## config.mk

```make
export PLATFORM = sky130hd
export DESIGN_NAME = mem_arbiter
export DESIGN_NICKNAME = d
export VERILOG_FILES = /design/src/rtl/zep_mem_pkg.sv /design/src/rtl/mem_arbiter.sv
export SDC_FILE = /design/constraint.sdc
export NUM_CORES = 1
export LEC_CHECK = 0
export ABC_AREA = 0
export BUFFER_PORTS_ARGS = -buffer_cell sky130_fd_sc_hd__buf_2
export CORE_AREA = 3 3 106 108
export DETAILED_ROUTE_END_ITERATION = 6
export DIE_AREA = 0 0 109 111
export SYNTH_ARGS = -nofsm -noshare
export SYNTH_HDL_FRONTEND = slang
export SYNTH_SLANG_ARGS = --single-unit
```

## constraint.sdc

```tcl
create_clock -name clk -period 1.8 [get_ports clk]
set_input_delay 0.36 -clock clk [delete_from_list [all_inputs] [get_ports clk]]
set_output_delay 0.36 -clock clk [all_outputs]
set_load 0.02 [all_outputs]
```

## src/rtl/zep_mem_pkg.sv

```systemverilog
// -----------------------------------------------------------------------------
// zep_mem_pkg
// Shared types and constants for the unified-memory arbiter.
//   owner_t     : which requester owns the outstanding memory transaction
//   arb_state_t : arbiter FSM states
//   BE_ALL      : full-word byte enable, used for instruction fetches
// -----------------------------------------------------------------------------
package zep_mem_pkg;

    typedef enum logic {
        OWN_I,
        OWN_D
    } owner_t;

    typedef enum logic {
        S_IDLE,
        S_BUSY
    } arb_state_t;

    localparam logic [3:0] BE_ALL = 4'hF;

endpackage : zep_mem_pkg

```

## src/rtl/mem_arbiter.sv

```systemverilog
// -----------------------------------------------------------------------------
// mem_arbiter
// Shares one single-port, fixed-latency memory between instruction fetch (i_*)
// and the load/store unit (d_*). One transaction is outstanding at a time. The
// response is routed to its owner as a one-cycle valid pulse. A fetch that is
// hit by i_flush while in flight completes on the memory side but produces no
// i_valid.
//
// Parameters
//   LATENCY : cycles from memory accept (m_req) to m_rdata valid, >= 1
//
// Configuration macro
//   MEM_ARB_RR_EN : defined   -> round-robin on conflict (port != last wins)
//                   undefined -> data port always wins a conflict
//
// Ports
//   clk, reset                        clock, synchronous active-high reset
//   i_req/i_addr/i_flush              fetch request, address, branch kill
//   i_rdata/i_valid/i_stall           fetch response, completion pulse, stall
//   d_req/d_we/d_addr/d_wdata/d_be    load/store request and command
//   d_rdata/d_valid/d_stall           load data, completion pulse, stall
//   m_req/m_we/m_addr/m_wdata/m_be    memory command, one strobe per access
//   m_rdata                           memory read data, LATENCY after m_req
// -----------------------------------------------------------------------------
module mem_arbiter
    import zep_mem_pkg::*;
#(
    parameter int unsigned LATENCY = 1
) (
    input  logic        clk,
    input  logic        reset,

    input  logic        i_req,
    input  logic [31:0] i_addr,
    input  logic        i_flush,
    output logic [31:0] i_rdata,
    output logic        i_valid,
    output logic        i_stall,

    input  logic        d_req,
    input  logic        d_we,
    input  logic [31:0] d_addr,
    input  logic [31:0] d_wdata,
    input  logic [3:0]  d_be,
    output logic [31:0] d_rdata,
    output logic        d_valid,
    output logic        d_stall,

    output logic        m_req,
    output logic        m_we,
    output logic [31:0] m_addr,
    output logic [31:0] m_wdata,
    output logic [3:0]  m_be,
    input  logic [31:0] m_rdata
);

    localparam int unsigned CNT_W = $clog2(LATENCY + 1);
    localparam logic [CNT_W-1:0] CNT_LAST = CNT_W'(LATENCY);

    arb_state_t       state;
    owner_t           owner;
    logic [CNT_W-1:0] cnt;
    logic             kill;
`ifdef MEM_ARB_RR_EN
    owner_t           last;
`endif

    logic   i_elig;
    logic   grant;
    owner_t winner;
    logic   done;

    // A fetch raised together with a taken branch is already stale.
    assign i_elig = i_req && !i_flush;

    // NOTE: every signal assigned in an always_comb gets a default on entry,
    // otherwise paths that skip the assignment infer a latch.
    always_comb begin
        grant  = 1'b0;
        winner = OWN_I;
        if (!reset && state == S_IDLE) begin
            if (i_elig && d_req) begin
                grant = 1'b1;
`ifdef MEM_ARB_RR_EN
                winner = (last == OWN_I) ? OWN_D : OWN_I;
`else
                winner = OWN_D;
`endif
            end else if (i_elig) begin
                grant  = 1'b1;
                winner = OWN_I;
            end else if (d_req) begin
                grant  = 1'b1;
                winner = OWN_D;
            end
        end
    end

    // Memory command is driven only in the accept cycle; zero otherwise.
    always_comb begin
        m_req   = 1'b0;
        m_we    = 1'b0;
        m_addr  = '0;
        m_wdata = '0;
        m_be    = '0;
        if (grant) begin
            m_req = 1'b1;
            if (winner == OWN_D) begin
                m_we    = d_we;
                m_addr  = d_addr;
                m_wdata = d_wdata;
                m_be    = d_be;
            end else begin
                m_addr = i_addr;
                m_be   = BE_ALL;
            end
        end
    end

    // Response cycle. Gating with reset abandons a transaction caught by reset.
    assign done    = !reset && state == S_BUSY && cnt == CNT_LAST;
    assign i_valid = done && owner == OWN_I && !kill && !i_flush;
    assign d_valid = done && owner == OWN_D;

    // Read data is forced to zero outside the valid pulse so an idle or
    // resetting arbiter presents all-zero outputs.
    assign i_rdata = i_valid ? m_rdata : '0;
    assign d_rdata = d_valid ? m_rdata : '0;

    assign i_stall = !reset && i_req && !i_valid;
    assign d_stall = !reset && d_req && !d_valid;

    // NOTE: sequential state uses non-blocking assignments so every register
    // samples pre-edge values regardless of statement order.
    always_ff @(posedge clk) begin
        if (reset) begin
            state <= S_IDLE;
            owner <= OWN_I;
            cnt   <= '0;
            kill  <= 1'b0;
`ifdef MEM_ARB_RR_EN
            last  <= OWN_D;
`endif
        end else begin
            case (state)
                S_IDLE: begin
                    if (grant) begin
                        state <= S_BUSY;
                        owner <= winner;
                        cnt   <= CNT_W'(1);
                        kill  <= 1'b0;
`ifdef MEM_ARB_RR_EN
                        last  <= winner;
`endif
                    end
                end
                S_BUSY: begin
                    if (cnt == CNT_LAST) begin
                        state <= S_IDLE;
                        cnt   <= '0;
                    end else begin
                        cnt <= cnt + CNT_W'(1);
                    end
                    // Flush only matters to a fetch; data transactions ignore it.
                    if (owner == OWN_I && i_flush) begin
                        kill <= 1'b1;
                    end
                end
                default: state <= S_IDLE;
            endcase
        end
    end

endmodule : mem_arbiter

```

==> impl_results.md, run 1 <==
- Post-route ant nets: 0
- Placer congestion estimate: 0.872
- Slew margin rel.: 0.815
- HP Class: primary input to flip-flop
- H-tree lvl count: 1
- Initial Util: 0.131
- RR Endpoint: cnt
- Detailed-route DRC error count: 0
- Clk Latency, worst-skew pair: around 0.22 ns
- Final Setup Violations: 29
- Share of the synthesized area in the top cell type: 0.300
- Synthesis warning total: 0
- HP Start: reset
- Final-stage net count: 593
- Max-cap check violation count: 0
- CP Max Fanout: 24
- Routed WL: 8670 µm
- CTS root buffer: clkbuf_8
- Initial antenna violation count: 0
- Die W: 109 µm
- Final Hold Slack: about 0.46 ns
- Worst setup path end: i_rdata[2]
- Max Fclk: 0.547 GHz
- Worst Setup SP: state
- RR Startpoint: state
- Layout area overhead: 169%
- FF-to-FF path depth: 2
- Placed cells: just under 600
- Min Tclk post-route: 1.83 ns
- Type of origin of the critical path: flip-flop
- Die Y: 111 µm
- Global-route wire length before repair: about 11000 µm
- R2R setup slack: 0.77 ns
- Worst path slowest cell: dfxtp_4
- WL/cell: 14.7 µm
- CTS buffer count: 3
- GR Util All Layers: 0.109
- Post-Syn Instances: ~180
- Critical path class: flip-flop to primary output
- ANT cells: 0
- Final period util: 1.01
- Worst Path Arrival: between 1 and 1.5 ns
- Largest area contributor in the netlist: and2_1
- CTS tree: yes
- CP top delay family: simple AND/OR/NAND/NOR gates
- Slowest Stage Delay on Critical Path: ~0.38 ns
- Largest net degree at the start of global routing: 36
- Share of layout cells above drive strength 1: 0.693
- Crit. End Element: primary output
- Count of cell types in the netlist: 25
- Worst setup margin: -0.0269 ns
- Mapped Area: 1350 µm²
- Global route overflow: 0
- Seq cells post-synth: 4
- RSZ-0062 raised after global routing: true
- Clock buffer depth: 2
- Via count: 2504
- Num ports: 276
- WP depth: 5
- CP Data Required Time: 1.44 ns
- P_leak: 2.09 nW
- P per Cell Area: 258 nW/µm²
- CP Cell Sequence: and2b_1 > and4b_4 > buf_12 > and2_1 > buf_6
- Reg clk slew, reported paths: approximately 0.030 ns
- Synth top area cells: and2_1 (30%), a22o_1 (21%), and3_1 (15%)
- TritonRoute pass-1 iters: 4
- Final hold vios: 0
- Max-slew violations: 0
- Layout Cells excl Fill: just under 600
- Failing checks: negative setup slack
- Buf+Inv Stages, Crit Path: 2
- Clk sinks: 4
- Hpwl dp: 6050 µm
- Sequential area share after synthesis: 0.0591
- Routed vias/inst: 4.25
- Setup TNS Final: -0.260 ns
- CTS Hold Bufs: 0
- # port buffers: between 200 and 300
- Maximum VDD drop: 0.368 mV
- Setup Skew: approximately 0.0043 ns
- Worst-margin pin slew: 0.277 ns
- Core area: 10300 µm²
- Avg Synthesized Cell Area: 7.48 µm²
- Number of global-route vias before repair: between 2000 and 2500
- Status: finished with violations
- Row cnt: 37
- Die Footprint: 12100 µm²
- Syn_nets: roughly 320
- DRT iter0 DRCs: 100
worst min path at each step:
stage / endpoint / slack, ns / depth (start not counted)
final: kill / 0.46 / 2
after global routing: owner / 0.47 / 2
after floorplan: owner / 0.46 / 2
after detailed placement: owner / 0.49 / 2
after global placement: owner / 0.49 / 2
after CTS: owner / 0.49 / 2
repair_timing:
item,4_1_cts,5_1_grt
setup endpoints to repair,104,102
gates resized for setup,115,88
buffers inserted,0,1
gates cloned,0,5
pin swaps,1,1
per-layer routing:
metal,share of wire,track usage,up-vias
met5,0,0,-
met4,0.016,0.0185,0
met3,0.085,0.0204,14
met2,0.55,0.218,165
met1,0.35,0.114,1137
li1,-,-,1188
registers in the layout (all words and copies together), names as in the netlist:
name / cells
state: 1
kill: 1
owner: 1
cnt: 1
cell families (layout without fill, tap and decap cells):
logic type / Yosys count / count (layout) / synth area share
AO/OA/AOI/OAI: 44 / 44 / 0.270
flip-flops: 4 / 4 / 0.0592
buffers and inverters: 22 / 294 / 0.131
AND/OR/NAND/NOR: 111 / 111 / 0.540
power breakdown:
group | switching (mW) | internal [mW]
clock network | 0.0432 | 0.142
registers | 0.00906 | 0.0975
logic | 0.312 | 0.334
total | 0.364 | 0.574
layout make-up:
cell class,count,area (µm²)
repair buffers,291,2200
fillers,1041,6690
clock buffers,3,41.3
multi-input cells,155,1140
well taps,136,170
flip-flops and latches,4,83.8
metrics by stage:
stage               setup slack [ns]  utilization  total power, mW  cell area (µm²)
floorplan                      0.152            -            0.388             1360
global placement             0.00963        0.278            0.642             2870
detailed placement           -0.0176        0.278            0.649             2870
CTS                          -0.0112        0.312            0.874             3220
global route                 -0.0894        0.352            0.999             3640
finish                       -0.0269        0.352            0.937             3640
cell usage in the layout, fill, tap and decap left out, drive strengths merged, types with 2 or more instances in the layout:
master  instances
buf           286
and4b           2
clkbuf          8
nand2b          2
and3           33
dfxtp           4
a22o           32
and2           65
o21a            5
nor2            2
nor3b           2
a21oi           3
synth_stat cells:
library cell and instances:
buf_2 4, and2b_1 1, nand2_1 1, a21oi_1 3
o41a_1 1, dfxtp_1 4, nor4_4 1, clkbuf_1 6
nor3b_1 1, nor2b_1 1, a22oi_1 1, and2_1 65
nand3b_1 1, o31a_1 1, nand2b_1 2, nor2_1 1
nor3b_2 1, o21a_1 5, and4b_4 1, and4b_1 1
nor2_4 1, and3_1 33, a22o_1 32, o21ai_0 1
buf_6 12
Power figures use the tool's default switching activity.
==> run 2: changes to the inputs <==
Settings changed: GPL_TIMING_DRIVEN from default to 0.
==> impl_results.md, run 2 (synthesis gave the netlist of run 1 again) <==
- Status: finished with violations
- Failing checks: negative setup slack
- Max-slew violations: 0 (unchanged)
- Global-route wire length before repair: 11700 µm (+7.0%)
- Reg clk slew, reported paths: 0.03 ns (about the same)
- Crit. End Element: primary output
- Die Footprint: 12100 µm² (unchanged)
- CP Cell Sequence: buf_6 > and2b_1 > and4b_4 > buf_6 > and2_4 > buf_6
- Finished Cell Area: 3650 µm² (+0.38%)
- Largest net degree at the start of global routing: 13 (-64%)
- GR Util All Layers: 0.116 (+0.00738)
- Top Usage Layer GRT: met2
- Critical path class: flip-flop to primary output
- Core area: 10300 µm² (unchanged)
- Num ports: 276 (unchanged)
- Row cnt: 37 (unchanged)
- Max-cap check violation count: 0 (unchanged)
- Number of global-route vias before repair: 2570 (+8.4%)
- Worst path slowest cell: and4b_4
- Pre-CTS WS: -0.219 ns (-0.202 ns)
- Slowest Stage Delay on Critical Path: 0.36 ns (-0.02 ns)
- ANT cells: 0 (unchanged)
- Top cell by count, worst path: buf_6
- Clock buffer depth: 2 (unchanged)
- WL/cell: 14.0 µm (-4.9%)
- Worst-margin pin slew: 0.279 ns (+0.00119 ns)
- Die W: 109 µm (unchanged)
- Share of layout cells above drive strength 1: 0.747 (+0.0542)
- Clk sinks: 4 (unchanged)
- Buf+Inv Stages, Crit Path: 3 (+1)
- Layout area overhead: 170%
- Final hold vios: 0 (unchanged)
- Met3 usage: 0.0134 (-0.00699)
- Storage cell area: 81.3 µm² (-3.0%)
- Initial Util: 0.131 (unchanged)
- H-tree lvl count: 1 (unchanged)
- Slew margin rel.: 0.814 (about the same)
- CTS buffer count: 3 (unchanged)
- Routed vias/inst: 4.21 (-1.1%)
- Global route overflow: 0 (unchanged)
- Setup TNS Final: -5.03 ns (-4.76 ns)
- CP Data Required Time: 1.44 ns (about the same)
- Maximum VDD drop: 0.247 mV (-33%)
- TritonRoute pass-1 iters: 4 (unchanged)
- Min Tclk post-route: 1.92 ns (+0.0949 ns)
- Detailed-route DRC error count: 0 (unchanged)
- Worst Path Arrival: 1.56 ns (+0.09 ns)
- HP Class: primary input to flip-flop
- CTS root buffer: clkbuf_8
- Via count: 2570 (+2.6%)
- CTS tree: yes
- Met2 usage: 0.241 (+0.0229)
- RSZ-0062 raised after global routing: true
- Max Fclk: 0.520 GHz (-4.9%)
- Hpwl dp: 6420 µm (+6.2%)
- Initial antenna violation count: 0 (unchanged)
- Routed WL: 8550 µm (-1.3%)
- Placement-stage cell area: 2900 µm² (+1.2%)
- CP top delay family: simple AND/OR/NAND/NOR gates
- CP Max Fanout: 8 (-67%)
- P per Cell Area: 262 nW/µm² (+1.8%)
- Footprint of the multi-input gates: 1190 µm² (+4.8%)
- Setup Skew: 0.00266 ns (-0.00161 ns)
- Commonest non-fill, non-tap cells in the layout: buf_2 (202), buf_6 (88), and2_4 (34)
- Final-stage net count: 615 (+3.7%)
- P_leak: 2.20 nW (+5.0%)
- Placer congestion estimate: 0.852 (-2.2%)
- Most common cell after layout, fill and taps aside: buf_2
- GR Layer Usage met1: 0.119 (+0.00531)
- Clk Latency, worst-skew pair: 0.22 ns (about the same)
- # fillers: 1072 (+3.0%)
- DRT iter0 DRCs: 78 (-22%)
- Die Y: 111 µm (unchanged)
- Type of origin of the critical path: flip-flop
- # port buffers: 274 (-0.36%)
- Post-route ant nets: 0 (unchanged)
- Final period util: 1.07 (+0.0527)
- Worst setup margin: -0.122 ns (-0.0949 ns)
- Final Setup Violations: 77 (+170%)
==> run 2: changes by cell type in the layout (fill, tap and decap cells not counted), moves of 3 or more <==
cell and delta:
and2_1 -24, and2_4 +24, buf_12 -5, buf_2 +27, buf_6 +4, clkbuf_1 +3, clkbuf_16 -4
==> run 2: final timing paths <==
path                            startpoint           to  slack, ns  depth (start not counted)
worst max-delay path                 state  i_rdata[16]      -0.12                          6
worst min-delay path                 reset         kill       0.38                          2
worst max register to register       state         kill       0.58                          6
worst min register to register       owner        owner       0.50                          2
==> run 2: cell type report <==
type / count / share of cell area
flip-flops and latches: 4 / 0.0223
plain buffers: 20 / 0.0517
repair buffers: 293 / 0.541
multi-input cells: 155 / 0.327
clock buffers: 3 / 0.0113
well taps: 136 / 0.0466
==> run 2: stage by stage <==
step / std cells / power, mW / util / hold WS [ns]
floorplan: 181 / 0.388 / - / 0.458
global placement: 591 / 0.642 / 0.281 / 0.476
detailed placement: 591 / 0.652 / 0.281 / 0.497
CTS: 605 / 0.924 / 0.331 / 0.374
global route: 611 / 1.02 / 0.354 / 0.392
finish: 611 / 0.958 / 0.354 / 0.379
==> run 2: what timing repair did <==
| action | CTS | global route |
|---|---|---|
| gates resized for setup | 136 | 70 |
| hold buffers | 0 | 0 |
| hold endpoints to repair | 0 | 0 |
| pin swaps | 15 | 22 |
| setup buffers | 8 | 2 |
| endpoints found under the setup margin | 126 | 119 |
| gates cloned | 5 | 4 |
==> run 2: where the power goes <==
group	leakage [nW]	internal (mW)	switching, mW
Sequential	0.0335	0.0977	0.00574
Combinational	2.14	0.346	0.318
Clock	0.0216	0.143	0.0480
==> run 2: metal layers <==
metal / wire [µm] / share of wire / up-vias
met5: 0 / 0 / -
met4: 72 / 0.0084 / 0
met3: 660 / 0.077 / 10
met2: 4740 / 0.55 / 144
met1: 3080 / 0.36 / 1178
li1: - / - / 1238
==> run 3: changes to the inputs <==
Settings changed: CORE_AREA 3 3 106 108 to 2 2 108 110, DIE_AREA 0 0 109 111 to 0 0 110 112.
==> impl_results.md, run 3 (synthesis gave the netlist of run 1 again) <==
- Core area: 11200 µm² (+8.2%)
- Clk sinks: 4 (unchanged)
- Global-route wire length before repair: 12400 µm (+5.4%)
- Routed vias/inst: 4.13 (-1.9%)
- Worst setup margin: -0.0872 ns (+0.0346 ns)
- Total power: 1.14 mW (+19%)
- CP Data Required Time: 1.44 ns (about the same)
- RR Endpoint: kill
- Final period util: 1.05 (-0.0192)
- Min Tclk post-route: 1.89 ns (-0.0346 ns)
- WL/cell: 14.6 µm (+4.0%)
- Final Setup Violations: 63 (-18%)
- Finished Cell Area: 3770 µm² (+3.2%)
- RR Startpoint: state
- WL met1: 3040 µm (-1.5%)
- CP Max Fanout: 6 (-2)
- HP Start: reset
- Maximum VDD drop: 0.663 mV (+170%)
- Reg clk slew, reported paths: 0.03 ns (about the same)
- CTS root buffer: clkbuf_16
- RSZ-0062 raised after global routing: true
- R2R setup slack: 0.75 ns (+0.17 ns)
- Hold Path End: owner
- Max-slew violations: 0 (unchanged)
- Row cnt: 39 (+5.4%)
- H-tree lvl count: 1 (unchanged)
- Placer congestion estimate: 0.774 (-9.2%)
- Global route overflow: 0 (unchanged)
- Failing checks: negative setup slack
- ANT cells: 0 (unchanged)
- Most common cell after layout, fill and taps aside: buf_2
- Status: finished with violations
- Number of global-route vias before repair: 2428 (-5.5%)
- Initial Util: 0.121 (-0.00998)
- CTS buffer count: 3 (unchanged)
- Placed cells: 598 (+1.2%)
- Num ports: 276 (unchanged)
- Final-stage net count: 615 (unchanged)
- Critical path class: flip-flop to primary output
- Hold Path Depth: 2 (unchanged)
- Initial antenna violation count: 0 (unchanged)
- FF-to-FF path depth: 4 (-2)
- Die Y: 112 µm (+0.90%)
- Clk Latency, worst-skew pair: 0.22 ns (about the same)
- Met3 wire len: 853 µm (+29%)
- Max Fclk: 0.530 GHz (+1.8%)
- Share of layout cells above drive strength 1: 0.749 (+0.00211)
- Setup Skew: 0.000533 ns (-0.00213 ns)
- Worst-margin pin slew: 0.293 ns (+0.0145 ns)
- Die Footprint: 12300 µm² (+1.8%)
- Post-route ant nets: 0 (unchanged)
- Hpwl dp: 6400 µm (-0.36%)
- Crit. End Element: primary output
- Slew margin rel.: 0.805 (-0.00970)
- DRT iter0 DRCs: 60 (-23%)
- CTS Hold Bufs: 0 (unchanged)
- P per Cell Area: 303 nW/µm² (+16%)
- Placement-stage cell area: 2910 µm² (+0.30%)
- GR Util All Layers: 0.129 (+0.0128)
- TritonRoute pass-1 iters: 4 (unchanged)
- # port buffers: 274 (unchanged)
- Top routing layer in use: met4
- Max-cap check violation count: 0 (unchanged)
- Type of origin of the critical path: flip-flop
- Routed WL: 9000 µm (+5.2%)
- Clock buffer depth: 2 (unchanged)
- Commonest non-fill, non-tap cells in the layout: buf_2 (194), buf_6 (87), and2_4 (33), and3_1 (33)
- HP Class: primary input to flip-flop
- P_leak: 2.23 nW (+1.4%)
- Layout area overhead: 178%
- Via count: 2551 (-0.74%)
- Final hold vios: 0 (unchanged)
- Largest net degree at the start of global routing: 11 (-2)
- Setup TNS Final: -2.62 ns (+2.41 ns)
- Worst Path Arrival: 1.53 ns (-0.03 ns)
- Met2 wire length: 5060 µm (+6.7%)
- Layout Cells excl Fill: 618 (+1.1%)
- Die W: 110 µm (+0.92%)
- Detailed-route DRC error count: 0 (unchanged)
- Pre-CTS WS: -0.314 ns (-0.0947 ns)
- CTS tree: yes
[run 3: cell types whose count changed in the layout (fill, tap and decap cells not counted), moves of 2 or more]
cell | before | now
clkbuf_8 | 3 | 0
buf_8 | 0 | 2
clkbuf_16 | 0 | 3
buf_12 | 0 | 3
clkbuf_4 | 0 | 2
buf_2 | 202 | 194
[run 3: worst max path at each step]
stage | slack (ns) | cells past startpoint | end | startpoint
finish | -0.09 | 5 | i_rdata[21] | state
global placement | -0.32 | 6 | m_addr[15] | i_flush
detailed placement | -0.31 | 6 | m_addr[15] | i_flush
floorplan | 0.15 | 4 | d_rdata[23] | reset
CTS | -0.11 | 6 | i_stall | state
global route | -0.13 | 5 | i_rdata[21] | state
[run 3: stage by stage]
stage	utilization	hold WS (ns)
after detailed placement	0.260	0.478
after CTS	0.331	0.364
after global routing	0.337	0.378
after global placement	0.260	0.475
after floorplan	-	0.458
final	0.337	0.365
[run 3: what timing repair did]
action / in CTS / in global routing
setup endpoints to repair: 128 / 119
cloned: 8 / 2
resized for setup: 205 / 17
setup buffers: 7 / 2
pin swaps: 56 / 6
[run 3: area by class of cell]
cell class	instances	area, µm²
Sequential cell	4	85.1
Timing Repair Buffer	292	2020
Buffer	20	201
Tap cell	143	179
Fill cell	1174	7410
Clock buffer	3	75.1
Multi-Input combinational cell	156	1200
[run 3: worst max-delay path, stage by stage, from the launching register on]
cell and delay (ns):
dfxtp_4 0.39, and2b_2 0.16, and4b_4 0.34, buf_6 0.15, and2_4 0.14, buf_6 0.11
[run 3: routing by layer]
metal | global-route usage | vias up
met1 | 0.125 | 1136
met3 | 0.0258 | 6
li1 | - | 1243
met2 | 0.273 | 166
met5 | 0 | -
met4 | 0.0152 | 0
[run 3: where the power goes]
group / switching [mW] / total [mW] / internal [mW]
combinational: 0.323 / 0.687 / 0.364
clock: 0.0632 / 0.347 / 0.284
sequential: 0.0122 / 0.110 / 0.0980
